File: src/rtl/dispatch_queue.sv
`default_nettype none
// ============================================================================
//  Module      : dispatch_queue
//  Description : Circular fetch-to-dispatch buffer with multi-wide in-order
//                issue, flush and HLT fencing.
//  Revision    : 1.0 - initial release
// ============================================================================
module dispatch_queue #(
    parameter int DEPTH     = 8,
    parameter int WIDTH     = 2,
    parameter int INSN_BITS = 32,
    parameter int PC_BITS   = 64
) (
    input  logic                            in_clk,
    input  logic                            in_rst_n,
    input  logic                            in_flush,
    input  logic                            in_fetch_valid,
    input  logic [INSN_BITS-1:0]            in_fetch_insnbits,
    input  logic [PC_BITS-1:0]              in_fetch_pc,
    output logic                            out_fetch_ready,
    output logic [WIDTH-1:0]                out_issue_valid,
    output logic [WIDTH*INSN_BITS-1:0]      out_issue_insnbits,
    output logic [WIDTH*PC_BITS-1:0]        out_issue_pc,
    output logic [WIDTH-1:0]                out_issue_is_halt,
    input  logic [$clog2(WIDTH+1)-1:0]      in_issue_count,
    output logic [$clog2(DEPTH+1)-1:0]      out_count,
    output logic                            out_halted
);

    localparam int c_ptr_w = $clog2(DEPTH);
    localparam int c_cnt_w = $clog2(DEPTH+1);
    localparam int c_ic_w  = $clog2(WIDTH+1);
    localparam logic [INSN_BITS-1:0] c_hlt_mask  = INSN_BITS'(32'hFFE0_001F);
    localparam logic [INSN_BITS-1:0] c_hlt_match = INSN_BITS'(32'hD440_0000);

    logic [INSN_BITS-1:0] r_insn    [DEPTH];
    logic [PC_BITS-1:0]   r_pc      [DEPTH];
    logic [DEPTH-1:0]     r_is_halt;
    logic [c_ptr_w-1:0]   r_head;
    logic [c_ptr_w-1:0]   r_tail;
    logic [c_cnt_w-1:0]   r_count;
    logic                 r_halt_pending;
    logic                 r_halted;

    logic [c_ptr_w-1:0]   w_idx [WIDTH];
    logic [WIDTH-1:0]     w_slot_valid;
    logic                 w_blocked;
    logic [c_ic_w-1:0]    w_nvalid;
    logic [c_ic_w-1:0]    w_pop_n;
    logic                 w_pop_halt;
    logic                 w_push;
    logic                 w_is_hlt;

    // Ready depends only on registered state, so a full queue refuses a push
    // even when the same cycle pops.
    assign out_fetch_ready = (r_count < c_cnt_w'(DEPTH)) & ~r_halt_pending;
    assign w_push          = in_fetch_valid & out_fetch_ready;
    assign w_is_hlt        = (in_fetch_insnbits & c_hlt_mask) == c_hlt_match;
    assign out_count       = r_count;
    assign out_halted      = r_halted;

    always_comb begin
        w_blocked          = 1'b0;
        w_nvalid           = '0;
        w_slot_valid       = '0;
        out_issue_insnbits = '0;
        out_issue_pc       = '0;
        out_issue_is_halt  = '0;
        for (int k = 0; k < WIDTH; k++) begin
            w_idx[k]        = r_head + c_ptr_w'(k);
            // A HLT closes the issue window: nothing younger is presented.
            w_slot_valid[k] = (r_count > c_cnt_w'(k)) && !w_blocked;
            w_blocked       = w_blocked | (w_slot_valid[k] & r_is_halt[w_idx[k]]);
            if (w_slot_valid[k]) begin
                w_nvalid = w_nvalid + c_ic_w'(1);
            end
            out_issue_insnbits[k*INSN_BITS +: INSN_BITS] = r_insn[w_idx[k]];
            out_issue_pc[k*PC_BITS +: PC_BITS]           = r_pc[w_idx[k]];
            out_issue_is_halt[k] = w_slot_valid[k] & r_is_halt[w_idx[k]];
        end
    end

    assign out_issue_valid = w_slot_valid;

    always_comb begin
        w_pop_n    = (in_issue_count > w_nvalid) ? w_nvalid : in_issue_count;
        w_pop_halt = 1'b0;
        for (int k = 0; k < WIDTH; k++) begin
            if ((c_ic_w'(k) < w_pop_n) && out_issue_is_halt[k]) begin
                w_pop_halt = 1'b1;
            end
        end
    end

    always_ff @(posedge in_clk or negedge in_rst_n) begin
        if (!in_rst_n) begin
            r_head         <= '0;
            r_tail         <= '0;
            r_count        <= '0;
            r_halt_pending <= 1'b0;
            r_halted       <= 1'b0;
        end else if (in_flush) begin
            r_head         <= '0;
            r_tail         <= '0;
            r_count        <= '0;
            r_halt_pending <= 1'b0;
            r_halted       <= 1'b0;
        end else begin
            r_head  <= r_head + c_ptr_w'(w_pop_n);
            r_count <= r_count + c_cnt_w'(w_push) - c_cnt_w'(w_pop_n);
            if (w_push) begin
                r_tail <= r_tail + c_ptr_w'(1);
            end
            if (w_push && w_is_hlt) begin
                r_halt_pending <= 1'b1;
            end else if (w_pop_halt) begin
                r_halt_pending <= 1'b0;
            end
            if (w_pop_halt) begin
                r_halted <= 1'b1;
            end
        end
    end

    always_ff @(posedge in_clk or negedge in_rst_n) begin
        if (!in_rst_n) begin
            r_is_halt <= '0;
            for (int i = 0; i < DEPTH; i++) begin
                r_insn[i] <= '0;
                r_pc[i]   <= '0;
            end
        end else if (w_push && !in_flush) begin
            r_insn[r_tail]    <= in_fetch_insnbits;
            r_pc[r_tail]      <= in_fetch_pc;
            r_is_halt[r_tail] <= w_is_hlt;
        end
    end

endmodule
`default_nettype wire
File: config.mk
export PLATFORM = sky130hd
export DESIGN_NAME = dispatch_queue
export DESIGN_NICKNAME = d
export VERILOG_FILES = /design/src/rtl/dispatch_queue.sv
export SDC_FILE = /design/constraint.sdc
export NUM_CORES = 2
export LEC_CHECK = 0
export ABC_AREA = 1
export CAP_MARGIN = 20
export CORE_MARGIN = 3
export CORE_UTILIZATION = 31
export CTS_CLUSTER_DIAMETER = 150
export CTS_CLUSTER_SIZE = 14
export DETAILED_ROUTE_END_ITERATION = 10
export GPL_TIMING_DRIVEN = 0
export SLEW_MARGIN = 20
export SYNTH_ARGS = -nofsm -noshare
export SYNTH_HDL_FRONTEND = slang
export SYNTH_SLANG_ARGS = --single-unit
File: constraint.sdc
create_clock -name in_clk -period 3.07 [get_ports in_clk]
set_input_delay 0.614 -clock in_clk [delete_from_list [all_inputs] [get_ports in_clk]]
set_output_delay 0.614 -clock in_clk [all_outputs]
set_load 0.02 [all_outputs]
==> impl_metrics.tcl <==
set metrics [dict create \
    final_cell_mix "o21ai_0, nand2_1, dfrtp_1" \
    holdWs_ns 0.342 \
    wl_um 188000 \
    track_usage_pct 26.3 \
    rsz0062_at_grt "true" \
    die_width_um 372 \
    ys_top_cells_by_area "dfrtp_1, o21ai_0, nand2_1, a21oi_1, nor2_1" \
    worst_slack_ns -0.434 \
    ys_warn_count 0 \
    grt_overflow_total 0 \
    cap_violations 0 \
    hold_violations 0 \
    violations "negative setup slack" \
    hpwl_um 133000 \
    slew_violations 0 \
    p_leak_nw 22.8 \
    coreArea_sq_um 132000 \
    placed_area_sq_um 47000 \
    viasPerCell 5.59 \
    crit_path_frequent_cell "buf_4" \
    crit_required_ns 2.46 \
    wl_per_cell_um 24.2 \
    min_path_type "input port to flip-flop" \
    synthCells 5558 \
    synth_ff_type "dfrtp_1" \
    worst_ep_arrival_time_ns 2.89 \
    worstSetupPathType "flip-flop to output pin" \
    period_needed_ns 3.50 \
    grt_pass1_vias 41900 \
    rows 133 \
    hold_depth 2 \
    cts.sinks 788 \
    cp.depth 8 \
    fin_tns_setup_ns -56.75 \
    syn-cell-area_sq_um 41500 \
    seq_area_frac_synth_pct 47.6 \
    cts_htree_levels 3 \
    synth_area_per_cell_sq_um 7.46 \
    fillers 13800 \
    synth_edf_count 0 \
    p_total_mw 59.8 \
    antenna_found_initial 12 \
    ant_nets 0 \
    cts_root_buf "clkbuf_16" \
    firstDrtPassIters 6 \
    area_growth_pct 26.2 \
    cts_tree "built" \
    cpLargestDelayFamily "buffers and inverters" \
    crit_chain "buf_4 > ha_4 > buf_12 > inv_1 > buf_2 > a21oi_1 > a31oi_2 > buf_4" \
    cts-buffers-inserted 66 \
    dr_total_vias 43400 \
    synth_cell_type_count 29 \
    dp_slack_ns -1.57 \
    end_kind "output pin" \
    clk_latency_ns 0.64 \
    final_common_cell "o21ai_0" \
    start_util_pct 31.4 \
    port_buffers 302 \
    async_flop_share_pct 100 \
    io-pin-count 304 \
    synth.top_cell.area_share_pct 47.6 \
    synth_fp_nets 5674 \
    crit_path_start_kind "flip-flop" \
    design_area_sq_um 52300 \
    max_freq_mhz 285 \
    ir_drop_mv 0.900 \
    drive_gt1_share_pct 15.3 \
    pwr_density_cell_nw_per_um2 1140 \
    status "finished, violations left" \
    cts_buffer_depth 3 \
    grt_pass1_wl_um 274000 \
    dieHeight_um 372 \
    cp_slowest_cell "dfrtp_1" \
    clkTransAtPathRegs_ns 0.07 \
    cp_num_buf_inv 5 \
    gp_congestion 0.956 \
    setup_viol 201 \
    period_share_pct 114 \
    tightest_slew_ns 0.974 \
    synth_top_area_cell "dfrtp_1" \
    path_max_fanout 10 \
    ys_ff_latch 788 \
    drt_iter0_drc 4855 \
    num-nets-final 6117 \
    cp_slowest_stage_delay_ns 0.40 \
    final.setup_skew_ns 0.0214 \
    grt_max_degree 126 \
    slew_headroom_pct 35.0 \
    r2r_cells 24 \
    dieArea_sq_um 138000 \
    drc 0 \
]
per-layer routing:
layer	track usage (%)	wire length, um	up-vias
met4	14.2	10300	4
met3	5.11	17300	434
li1	-	-	19500
met5	0	34	-
met1	34.9	76500	21300
met2	40.3	83700	2215
state kept, by name, summed over array words and instances (netlist names):
register / flops
r_head: 3
r_is_halt: 8
r_halt_pending: 1
r_tail: 3
out_halted: 1
r_pc: 512
out_count: 4
r_insn: 256
what timing repair did:
| action | CTS | global route |
|---|---|---|
| buffers inserted | 25 | 27 |
| hold buffers | 1 | 0 |
| gates cloned | 3 | 10 |
| hold endpoints to repair | 37 | 0 |
| resized for setup | 1609 | 494 |
| setup endpoints to repair | 204 | 203 |
| pin swaps | 61 | 95 |
report_power, final:
group          total, mW  leakage [nW]  internal (mW)  switching (mW)
combinational       37.5          11.8           13.8            23.8
clock               8.12         0.876           4.04            4.08
sequential          14.1          10.1           12.6            1.55
total               59.8          22.8           30.4            29.4
Yosys cell counts (2+ instances only):
cell type  number
o21ai_0      1440
nand2_1      1032
dfrtp_1       788
a21oi_1       486
nor2_1        461
inv_1         434
clkbuf_1      312
a31oi_1       192
o21ai_1       112
buf_2          94
o211ai_1       81
buf_1          43
buf_4          17
nand3_1        16
a221oi_1       15
ha_1           12
inv_2           4
nand4_1         3
nor2_4          3
buf_6           2
fa_1            2
o21bai_1        2
final cells by class:
cell class	instances	area (sq um)	share of cell area, %
inverter	438	1670	3.19
clock inverter	2	27.5	0.0526
tap	1755	2200	4.20
clock buffer	70	1750	3.35
buffer	465	3300	6.30
sequential	788	19700	37.7
timing repair buffer	378	3670	7.02
antenna	2	5.00	0.00957
multi-input combinational	3864	20000	38.2
per-stage QoR:
step                      util [%]  instances
after floorplan                  -       5558
after global placement        35.4       7615
after detailed placement      35.6       7625
after CTS                     38.5       7726
after global routing          39.6       7762
final                         39.6       7762
path summary, 6_finish.rpt:
check / from / endpoint / slack [ns]
worst min-delay path: in_flush / out_count[1]$_DFF_PN0_ / 0.34
min in group asynchronous: in_rst_n / r_insn[49]$_DFFE_PN0P_ / 0.43
worst max register to register: r_head[0]$_DFF_PN0_ / out_count[1]$_DFF_PN0_ / -0.35
worst max-delay path: r_head[0]$_DFF_PN0_ / out_issue_pc[126] / -0.43
worst min register to register: r_pc[484]$_DFFE_PN0P_ / r_pc[484]$_DFFE_PN0P_ / 0.49
max in group asynchronous: in_rst_n / r_pc[498]$_DFFE_PN0P_ / 0.83
cell families (layout without fill, tap and decap cells):
kind of cell,Yosys count,count (layout),share of synthesized area (%)
compound gates,2330,2330,29.4
simple gates,1519,1519,13.9
buf+inv,906,1353,8.68
flops,788,788,47.6
fa+ha+maj,14,14,0.459
xor+xnor,1,1,0.0211
other cells,0,2,0
No activity file was read; power rests on OpenSTA's default activity.
